--- src/rtl/vedic_dot_accum_pkg.sv ---
// Shared types and constants for the Vedic dot-product accumulator.
package vedic_dot_accum_pkg;

    localparam int PROD_W      = 64;
    localparam int DEF_N_TERMS = 4;
    localparam int DEF_ACC_W   = 72;
    localparam int DEF_CNT_W   = 8;

    typedef enum logic [0:0] {
        ST_IDLE  = 1'b0,
        ST_ACCUM = 1'b1
    } dot_state_e;

    // Smallest accumulator that can hold n_terms full-scale products without wrapping.
    function automatic int min_acc_w(input int n_terms);
        return PROD_W + $clog2(n_terms);
    endfunction

endpackage

--- src/rtl/vedic_dot_accum_if.sv ---
// Product input / sum output bundle of the dot-product accumulator.
interface vedic_dot_accum_if
    import vedic_dot_accum_pkg::*;
#(
    parameter int ACC_W = DEF_ACC_W,
    parameter int CNT_W = DEF_CNT_W
);
    logic              start;
    logic [PROD_W-1:0] prod_in;
    logic              prod_valid;
    logic [ACC_W-1:0]  sum_out;
    logic              sum_valid;
    logic              sum_ready;
    logic              busy;
    logic [CNT_W-1:0]  term_cnt;
    logic              err_overrun;
    logic              err_stray;
    logic              err_clr;

    modport master (
        output start, prod_in, prod_valid, sum_ready, err_clr,
        input  sum_out, sum_valid, busy, term_cnt, err_overrun, err_stray
    );

    modport slave (
        input  start, prod_in, prod_valid, sum_ready, err_clr,
        output sum_out, sum_valid, busy, term_cnt, err_overrun, err_stray
    );

endinterface

--- src/rtl/vedic_dot_outreg.sv ---
// Valid/ready holding register that never stalls its producer; a load that
// finds the register occupied is dropped and raises a sticky overrun flag.
module vedic_dot_outreg #(
    parameter int W = 72
) (
    input  logic         clk,
    input  logic         reset,
    input  logic         load_i,
    input  logic [W-1:0] data_i,
    input  logic         ready_i,
    input  logic         clr_i,
    output logic [W-1:0] data_o,
    output logic         valid_o,
    output logic         overrun_o
);

    logic [W-1:0] data_q, data_d;
    logic         valid_q, valid_d;
    logic         overrun_q, overrun_d;
    logic         accept_s;
    logic         drop_s;

    // Next-state for the holding register and its sticky overrun flag.
    always_comb begin
        data_d    = data_q;
        valid_d   = valid_q;
        overrun_d = overrun_q;
        accept_s  = valid_q && ready_i;
        drop_s    = load_i && valid_q && !ready_i;

        if (load_i && !drop_s) begin
            data_d  = data_i;
            valid_d = 1'b1;
        end else if (accept_s) begin
            valid_d = 1'b0;
        end else begin
            valid_d = valid_q;
        end

        // A new drop beats a same-cycle clear.
        if (drop_s) begin
            overrun_d = 1'b1;
        end else if (clr_i) begin
            overrun_d = 1'b0;
        end else begin
            overrun_d = overrun_q;
        end
    end

    // State registers.
    always_ff @(posedge clk or posedge reset) begin
        if (reset) begin
            data_q    <= {W{1'b0}};
            valid_q   <= 1'b0;
            overrun_q <= 1'b0;
        end else begin
            data_q    <= data_d;
            valid_q   <= valid_d;
            overrun_q <= overrun_d;
        end
    end

    assign data_o    = data_q;
    assign valid_o   = valid_q;
    assign overrun_o = overrun_q;

endmodule

--- src/rtl/vedic_dot_accum.sv ---
// Accumulates N_TERMS 64-bit products per dot product into a held output.
// Optional: VEDIC_DOT_AUTORESTART_EN re-enters ACCUM after each completion.
module vedic_dot_accum
    import vedic_dot_accum_pkg::*;
#(
    parameter int N_TERMS = DEF_N_TERMS,
    parameter int ACC_W   = DEF_ACC_W,
    parameter int CNT_W   = DEF_CNT_W
) (
    input  logic              clk,
    input  logic              reset,
    vedic_dot_accum_if.slave  bus
);

    if (N_TERMS < 1 || N_TERMS > 256) begin : g_bad_n_terms
        $error("vedic_dot_accum: N_TERMS must be in 1..256");
    end
    if (ACC_W < min_acc_w(N_TERMS)) begin : g_bad_acc_w
        $error("vedic_dot_accum: ACC_W too narrow for N_TERMS");
    end
    if ((2 ** CNT_W) < N_TERMS) begin : g_bad_cnt_w
        $error("vedic_dot_accum: CNT_W too narrow for N_TERMS");
    end

    localparam logic [CNT_W:0] LAST_CNT = (CNT_W + 1)'(N_TERMS);

    dot_state_e       state_q, state_d;
    logic [ACC_W-1:0] acc_q, acc_d;
    logic [CNT_W-1:0] cnt_q, cnt_d;
    logic             stray_q, stray_d;

    logic             in_row_s;
    logic             stray_ev_s;
    logic             done_s;
    logic [ACC_W-1:0] final_sum_s;
    logic [ACC_W-1:0] prod_ext_s;
    logic [ACC_W-1:0] base_acc_s;
    logic [ACC_W-1:0] sum_s;
    logic [CNT_W:0]   base_cnt_s;
    logic [CNT_W:0]   next_cnt_s;

    assign prod_ext_s = ACC_W'(bus.prod_in);

    // Next-state logic: row entry/restart, term accumulation and completion.
    always_comb begin
        state_d     = state_q;
        acc_d       = acc_q;
        cnt_d       = cnt_q;
        stray_d     = stray_q;
        in_row_s    = 1'b0;
        stray_ev_s  = 1'b0;
        done_s      = 1'b0;
        final_sum_s = {ACC_W{1'b0}};

        case (state_q)
            ST_IDLE: begin
                in_row_s   = bus.start;
                stray_ev_s = bus.prod_valid && !bus.start;
            end
            ST_ACCUM: begin
                in_row_s = 1'b1;
            end
            default: begin
                in_row_s = 1'b0;
            end
        endcase

        // start discards any partial sum; a same-cycle product becomes term 1.
        if (bus.start) begin
            base_acc_s = {ACC_W{1'b0}};
            base_cnt_s = {(CNT_W + 1){1'b0}};
        end else begin
            base_acc_s = acc_q;
            base_cnt_s = {1'b0, cnt_q};
        end
        sum_s      = base_acc_s + prod_ext_s;
        next_cnt_s = base_cnt_s + {{CNT_W{1'b0}}, 1'b1};

        if (in_row_s) begin
            state_d = ST_ACCUM;
            if (bus.prod_valid && (next_cnt_s == LAST_CNT)) begin
                done_s      = 1'b1;
                final_sum_s = sum_s;
                acc_d       = {ACC_W{1'b0}};
                cnt_d       = {CNT_W{1'b0}};
`ifdef VEDIC_DOT_AUTORESTART_EN
                state_d     = ST_ACCUM;
`else
                state_d     = ST_IDLE;
`endif
            end else if (bus.prod_valid) begin
                acc_d = sum_s;
                cnt_d = next_cnt_s[CNT_W-1:0];
            end else begin
                acc_d = base_acc_s;
                cnt_d = base_cnt_s[CNT_W-1:0];
            end
        end else begin
            state_d = ST_IDLE;
        end

        if (stray_ev_s) begin
            stray_d = 1'b1;
        end else if (bus.err_clr) begin
            stray_d = 1'b0;
        end else begin
            stray_d = stray_q;
        end
    end

    // State registers.
    always_ff @(posedge clk or posedge reset) begin
        if (reset) begin
            state_q <= ST_IDLE;
            acc_q   <= {ACC_W{1'b0}};
            cnt_q   <= {CNT_W{1'b0}};
            stray_q <= 1'b0;
        end else begin
            state_q <= state_d;
            acc_q   <= acc_d;
            cnt_q   <= cnt_d;
            stray_q <= stray_d;
        end
    end

    vedic_dot_outreg #(
        .W (ACC_W)
    ) u_outreg (
        .clk       (clk),
        .reset     (reset),
        .load_i    (done_s),
        .data_i    (final_sum_s),
        .ready_i   (bus.sum_ready),
        .clr_i     (bus.err_clr),
        .data_o    (bus.sum_out),
        .valid_o   (bus.sum_valid),
        .overrun_o (bus.err_overrun)
    );

    assign bus.busy      = (state_q == ST_ACCUM);
    assign bus.term_cnt  = cnt_q;
    assign bus.err_stray = stray_q;

endmodule

--- src/flat_wrapper.sv ---
// flat-port wrapper written by rule: the top's interface ports become plain ports
module vedic_dot_accum_flat import vedic_dot_accum_pkg::*;
#(
    parameter int N_TERMS = DEF_N_TERMS,
    parameter int ACC_W   = DEF_ACC_W,
    parameter int CNT_W   = DEF_CNT_W
)
  (clk, reset, bus_start, bus_prod_in, bus_prod_valid, bus_sum_ready, bus_err_clr, bus_sum_out, bus_sum_valid, bus_busy, bus_term_cnt, bus_err_overrun, bus_err_stray);
  vedic_dot_accum_if #(.ACC_W(ACC_W), .CNT_W(CNT_W)) bus_i ();
  input  logic clk;
  input  logic reset;
  input wire logic [$bits(bus_i.start)-1:0] bus_start;
  input wire logic [$bits(bus_i.prod_in)-1:0] bus_prod_in;
  input wire logic [$bits(bus_i.prod_valid)-1:0] bus_prod_valid;
  input wire logic [$bits(bus_i.sum_ready)-1:0] bus_sum_ready;
  input wire logic [$bits(bus_i.err_clr)-1:0] bus_err_clr;
  output wire logic [$bits(bus_i.sum_out)-1:0] bus_sum_out;
  output wire logic [$bits(bus_i.sum_valid)-1:0] bus_sum_valid;
  output wire logic [$bits(bus_i.busy)-1:0] bus_busy;
  output wire logic [$bits(bus_i.term_cnt)-1:0] bus_term_cnt;
  output wire logic [$bits(bus_i.err_overrun)-1:0] bus_err_overrun;
  output wire logic [$bits(bus_i.err_stray)-1:0] bus_err_stray;
  assign bus_i.start = bus_start;
  assign bus_i.prod_in = bus_prod_in;
  assign bus_i.prod_valid = bus_prod_valid;
  assign bus_i.sum_ready = bus_sum_ready;
  assign bus_i.err_clr = bus_err_clr;
  assign bus_sum_out = bus_i.sum_out;
  assign bus_sum_valid = bus_i.sum_valid;
  assign bus_busy = bus_i.busy;
  assign bus_term_cnt = bus_i.term_cnt;
  assign bus_err_overrun = bus_i.err_overrun;
  assign bus_err_stray = bus_i.err_stray;
  vedic_dot_accum #(.N_TERMS(N_TERMS), .ACC_W(ACC_W), .CNT_W(CNT_W)) u_core (.clk(clk), .reset(reset), .bus(bus_i));
endmodule
--- config.mk ---
export PLATFORM = sky130hd
export DESIGN_NAME = vedic_dot_accum_flat
export DESIGN_NICKNAME = d
export VERILOG_FILES = /design/src/rtl/vedic_dot_accum_pkg.sv /design/src/rtl/vedic_dot_accum_if.sv /design/src/rtl/vedic_dot_outreg.sv /design/src/rtl/vedic_dot_accum.sv /design/src/flat_wrapper.sv
export SDC_FILE = /design/constraint.sdc
export NUM_CORES = 1
export LEC_CHECK = 0
export BUFFER_PORTS_ARGS = -buffer_cell sky130_fd_sc_hd__buf_2
export CAP_MARGIN = 30
export CORE_ASPECT_RATIO = 1.75
export CORE_MARGIN = 5
export CORE_UTILIZATION = 32
export CTS_BUF_LIST = sky130_fd_sc_hd__clkbuf_8 sky130_fd_sc_hd__clkbuf_16
export CTS_CLUSTER_DIAMETER = 100
export DETAILED_ROUTE_END_ITERATION = 16
export RECOVER_POWER = 100
export SLEW_MARGIN = 20
export SYNTH_ARGS = -nofsm -noshare
export SYNTH_HDL_FRONTEND = slang
export SYNTH_SLANG_ARGS = --single-unit
--- constraint.sdc ---
create_clock -name clk -period 12.02 [get_ports clk]
set_clock_uncertainty 0.05 [all_clocks]
set_input_delay 2.404 -clock clk [delete_from_list [all_inputs] [get_ports clk]]
set_output_delay 2.404 -clock clk [all_outputs]
set_load 0.005 [all_outputs]
==> impl_metrics.xml <==
<?xml version="1.0" encoding="UTF-8"?>
<metrics>
  <group name="outcome">
    <metric name="outcome" unit="">complete, but fails checks</metric>
    <metric name="failed_checks" unit="">max-capacitance violations, max-slew violations</metric>
  </group>
  <group name="placed_design">
    <metric name="detailed_place_hpwl" unit="um">31600</metric>
    <metric name="buffer_ports.inserted" unit="">153</metric>
    <metric name="dpl_worst_slack" unit="ns">4.88</metric>
    <metric name="gp_congestion" unit="">0.957</metric>
  </group>
  <group name="clocking">
    <metric name="post_cts_hold_fix_bufs" unit="">0</metric>
    <metric name="cts_tree" unit="">yes</metric>
    <metric name="cts_sinks" unit="">156</metric>
    <metric name="cts-root-buf" unit="">sky130_fd_sc_hd__clkbuf_16</metric>
    <metric name="ctsResizeCount" unit="">0</metric>
    <metric name="clock_latency_at_the_later_pin_of_the_worst_skew_pair" unit="ns">0.45</metric>
    <metric name="cts-root-to-sink-buffers" unit="">2</metric>
    <metric name="clock_input_transition_at_the_sequential_cells_of_the_worst_setup_and_hold_paths" unit="ns">0.07</metric>
    <metric name="num_cts_buffers" unit="">17</metric>
    <metric name="cts_setup_buffers" unit="">0</metric>
    <metric name="cts-htree-levels" unit="">4</metric>
  </group>
  <group name="hold_path">
    <metric name="hold_path.class" unit="">flip-flop to flip-flop</metric>
  </group>
  <group name="route">
    <metric name="number_of_detailed_routing_iterations_run_before_antenna_repair" unit="">5</metric>
    <metric name="vias" unit="">11500</metric>
    <metric name="met3_wirelength" unit="um">1540</metric>
    <metric name="met2WireLength" unit="um">22100</metric>
    <metric name="drt_iter0_drc" unit="">651</metric>
    <metric name="route.final.wire_length" unit="um">41600</metric>
    <metric name="top_signal_layer_used" unit="">met4</metric>
    <metric name="detailed_route_wire_length_on_metal_1" unit="um">15600</metric>
    <metric name="remaining_antenna_violation_count" unit="">0</metric>
    <metric name="routed_len_inst" unit="um">19.9</metric>
    <metric name="viasPerCell" unit="">5.52</metric>
    <metric name="number_of_design_rule_violations_left_after_detail_routing" unit="">0</metric>
  </group>
  <group name="critical_path">
    <metric name="critPathRequiredTime" unit="ns">12.28</metric>
    <metric name="critical_path_peak_fanout" unit="">68</metric>
    <metric name="critical_path.cell_chain" unit="">clkbuf_1 &gt; clkbuf_1 &gt; buf_4 &gt; nor2b_1 &gt; ha_1 &gt; nand2_1 &gt; nor2_1 &gt; nand4_1 &gt; a2111oi_4 &gt; o31ai_1 &gt; a311oi_1 &gt; o21ai_2 &gt; nand3_2 &gt; nand4b_2 &gt; or4_1 &gt; o311ai_0</metric>
    <metric name="critPathBufInv" unit="">3</metric>
    <metric name="worst_setup_path_end_kind" unit="">flip-flop</metric>
    <metric name="critical-path-slowest-cell" unit="">sky130_fd_sc_hd__clkbuf_1</metric>
    <metric name="cpMostUsedCell" unit="">sky130_fd_sc_hd__clkbuf_1</metric>
    <metric name="worstPathArrival" unit="ns">9.18</metric>
    <metric name="crit_type" unit="">primary input to flip-flop</metric>
    <metric name="cpLargestDelayFamily" unit="">buffers and inverters</metric>
    <metric name="cp_slowest_stage_delay" unit="ns">2.18</metric>
    <metric name="crit_path_start_kind" unit="">primary input</metric>
  </group>
  <group name="timing">
    <metric name="worst_slew_pin_tran" unit="ns">3.28</metric>
    <metric name="grt_setup_unrepaired" unit="">false</metric>
    <metric name="setup_tns" unit="ns">0</metric>
    <metric name="finalWorstPathRequiredPeriod" unit="ns">8.92</metric>
    <metric name="drv_slew" unit="">284</metric>
    <metric name="relSlewSlack" unit="%">-119</metric>
    <metric name="finalCritPeriodShare" unit="%">74.2</metric>
    <metric name="hold_violations" unit="">0</metric>
    <metric name="finalSetupViolations" unit="">0</metric>
    <metric name="setup_ws" unit="ns">3.10</metric>
    <metric name="clock.fmax" unit="MHz">112</metric>
  </group>
  <group name="cells_and_area">
    <metric name="final_nets" unit="">1711</metric>
    <metric name="area_growth_from_synthesis_to_layout" unit="%">10.8</metric>
    <metric name="seqCellArea" unit="mm^2">0.00390</metric>
    <metric name="layout_commonest_cell" unit="">sky130_fd_sc_hd__nand2_1</metric>
    <metric name="drive_above_1_share" unit="%">9.81</metric>
    <metric name="antenna_cells_inserted" unit="">0</metric>
    <metric name="multi_input_area" unit="mm^2">0.00760</metric>
    <metric name="most_frequent_cells_in_the_layout" unit="">247 x sky130_fd_sc_hd__nand2_1, 156 x sky130_fd_sc_hd__dfrtp_1, 155 x sky130_fd_sc_hd__o21ai_0</metric>
    <metric name="filler_cell_count" unit="">3951</metric>
  </group>
  <group name="synthesis">
    <metric name="postSynth.topFlopCell" unit="">sky130_fd_sc_hd__dfrtp_1</metric>
    <metric name="syn-num-nets" unit="">1650</metric>
    <metric name="postSynthRegisterBits" unit="">156</metric>
    <metric name="synthArstFlopShare" unit="%">100</metric>
    <metric name="synth_warnings" unit="">0</metric>
    <metric name="post_synthesis_instance_area" unit="mm^2">0.0122</metric>
    <metric name="synthesis.area_per_instance" unit="um^2">7.96</metric>
    <metric name="synth_enable_flop_cells" unit="">0</metric>
    <metric name="synth_seq_area_share" unit="%">31.9</metric>
    <metric name="synthCells" unit="">1539</metric>
    <metric name="netlist-cell-type-count" unit="">93</metric>
  </group>
  <group name="floorplanning">
    <metric name="num_io_pins" unit="">154</metric>
    <metric name="core_region_area" unit="mm^2">0.0378</metric>
    <metric name="die_area" unit="mm^2">0.0424</metric>
    <metric name="die_h" unit="um">269</metric>
    <metric name="chipWidth" unit="um">158</metric>
    <metric name="initial_utilization" unit="%">32.4</metric>
    <metric name="rows" unit="">94</metric>
  </group>
  <group name="pwr">
    <metric name="share_seq_of_total_power" unit="%">36.3</metric>
    <metric name="p_sw_share" unit="%">38.3</metric>
    <metric name="clock_power_share" unit="%">28.5</metric>
    <metric name="comb_power_share" unit="%">35.2</metric>
    <metric name="power_density" unit="mW/mm^2">130</metric>
    <metric name="p_leak" unit="nW">5.98</metric>
    <metric name="vdd_ir_drop_max" unit="uV">109</metric>
    <metric name="p_switching" unit="mW">0.674</metric>
    <metric name="internal_power" unit="mW">1.08</metric>
  </group>
  <group name="global_route">
    <metric name="number_of_antenna_violations_at_the_first_check_in_global_routing" unit="">1</metric>
    <metric name="grt_first_pass_wirelength" unit="um">64400</metric>
    <metric name="globalRouteTotalUtil" unit="%">19.5</metric>
    <metric name="grt_start_max_net_pins" unit="">69</metric>
    <metric name="grt_remaining_overflow" unit="">0</metric>
    <metric name="first_global_vias" unit="">11600</metric>
  </group>
  <group name="flow_run">
    <metric name="maxCapViolCount" unit="">6</metric>
  </group>
</metrics>
-- flip-flops by register name (all words and copies together), names as in the netlist --
signal and flops:
u_core.bus.term_cnt 8, u_core.u_outreg.overrun_o 1, u_core.u_outreg.valid_o 1, u_core.bus.err_stray 1
u_core.bus.busy 1, u_core.u_outreg.data_o 72, u_core.acc_q 72
-- synth_stat cells, types with 7 or more instances --
| library cell | n | area, um^2 |
|---|---|---|
| sky130_fd_sc_hd__a21o_1 | 32 | 240 |
| sky130_fd_sc_hd__buf_2 | 27 | 135 |
| sky130_fd_sc_hd__a22o_1 | 26 | 228 |
| sky130_fd_sc_hd__nor4bb_1 | 7 | 70.1 |
| sky130_fd_sc_hd__o21bai_1 | 10 | 75.1 |
| sky130_fd_sc_hd__nand2b_1 | 14 | 87.6 |
| sky130_fd_sc_hd__a31oi_1 | 29 | 181 |
| sky130_fd_sc_hd__and3_1 | 7 | 43.8 |
| sky130_fd_sc_hd__o21ai_1 | 35 | 175 |
| sky130_fd_sc_hd__or3_1 | 11 | 68.8 |
| sky130_fd_sc_hd__nor4_1 | 9 | 56.3 |
| sky130_fd_sc_hd__inv_1 | 37 | 139 |
| sky130_fd_sc_hd__ha_1 | 40 | 500 |
| sky130_fd_sc_hd__dfrtp_1 | 156 | 3900 |
| sky130_fd_sc_hd__o31ai_1 | 8 | 60.1 |
| sky130_fd_sc_hd__a21oi_1 | 93 | 465 |
| sky130_fd_sc_hd__o211ai_1 | 33 | 248 |
| sky130_fd_sc_hd__nor3_1 | 12 | 60.1 |
| sky130_fd_sc_hd__o221ai_1 | 7 | 61.3 |
| sky130_fd_sc_hd__nand2_1 | 246 | 923 |
| sky130_fd_sc_hd__nand4_1 | 21 | 131 |
| sky130_fd_sc_hd__nor2_1 | 94 | 353 |
| sky130_fd_sc_hd__nand4bb_1 | 7 | 78.8 |
| sky130_fd_sc_hd__nand3_1 | 25 | 125 |
| sky130_fd_sc_hd__nor2b_1 | 66 | 413 |
| sky130_fd_sc_hd__xnor2_1 | 77 | 674 |
| sky130_fd_sc_hd__o22ai_1 | 10 | 62.6 |
| sky130_fd_sc_hd__xor2_1 | 35 | 307 |
| sky130_fd_sc_hd__clkbuf_1 | 83 | 312 |
| sky130_fd_sc_hd__o21ai_0 | 126 | 631 |
| sky130_fd_sc_hd__o211a_1 | 11 | 110 |
-- final timing paths --
| kind | from | to | slack (ns) | cells past startpoint |
|---|---|---|---|---|
| setup / recovery | bus_start | u_core.acc_q[67] | 3.10 | 16 |
| max in group asynchronous | reset | u_core.u_outreg.data_o[62] | 5.56 | 3 |
| hold reg to reg | u_core.u_outreg.data_o[17] | u_core.u_outreg.data_o[17] | 0.42 | 2 |
| min in group asynchronous | reset | u_core.u_outreg.data_o[33] | 2.48 | 2 |
| hold / removal | u_core.u_outreg.data_o[17] | u_core.u_outreg.data_o[17] | 0.42 | 2 |
| setup reg to reg | u_core.bus.term_cnt[2] | u_core.acc_q[65] | 7.07 | 11 |
-- stage by stage --
step / util, % / power, mW / area [um^2] / hold WS [ns] / cells
after floorplan: - / 1.10 / 12200 / 0.392 / 1539
after global placement: 34.9 / 1.26 / 13200 / 0.407 / 2058
after detailed placement: 35.0 / 1.27 / 13200 / 0.407 / 2060
after CTS: 36.4 / 1.79 / 13700 / 0.426 / 2090
after global routing: 35.9 / 1.87 / 13600 / 0.445 / 2091
final: 35.9 / 1.76 / 13600 / 0.421 / 2091
-- kinds of logic (layout without fill, tap and decap cells) --
family,count (synthesis),count (layout),synth area share (%)
AOI/OAI and AO/OA,492,492,26.5
adders and majority gates,44,44,4.50
buffers and inverters,164,236,5.67
muxes,7,7,0.633
DFF,156,156,31.9
and+or+nand+nor,563,563,22.7
xor gates and xnor gates,113,113,8.14
-- area by class of cell --
cell class,count,share of cell area (%)
Multi-Input combinational cell,1219,56.1
Sequential cell,156,28.8
Timing Repair Buffer,166,5.81
Tap cell,480,4.43
Clock buffer,18,3.24
Inverter,40,1.12
Clock inverter,12,0.581
-- worst register-to-register path: stages (launching register included) --
cell and delay (ns):
sky130_fd_sc_hd__dfrtp_1 0.44, sky130_fd_sc_hd__nand2b_1 0.16, sky130_fd_sc_hd__or2_0 0.36, sky130_fd_sc_hd__or3_1 0.35, sky130_fd_sc_hd__a21oi_1 0.24, sky130_fd_sc_hd__or3_1 0.16, sky130_fd_sc_hd__or3_1 0.30, sky130_fd_sc_hd__o21ai_0 0.38
sky130_fd_sc_hd__nor2_1 1.52, sky130_fd_sc_hd__buf_4 0.56, sky130_fd_sc_hd__a41oi_1 0.17, sky130_fd_sc_hd__a31oi_1 0.18
-- power groups by stage --
stage | combinational, mW | clock (mW) | sequential (mW)
2_1_floorplan | 0.493 | 0 | 0.611
4_1_cts | 0.628 | 0.520 | 0.638
3_5_place_dp | 0.623 | 0 | 0.647
6_report | 0.619 | 0.500 | 0.639
5_1_grt | 0.683 | 0.536 | 0.648
3_3_place_gp | 0.617 | 0 | 0.645
-- metal layers --
| metal | up-vias | GRT usage, % |
|---|---|---|
| met5 | - | 0 |
| met4 | 0 | 11.4 |
| met3 | 100 | 2.70 |
| met2 | 315 | 35.9 |
| met1 | 5526 | 20.9 |
| li1 | 5592 | - |
No activity file was read; power rests on OpenSTA's default activity.
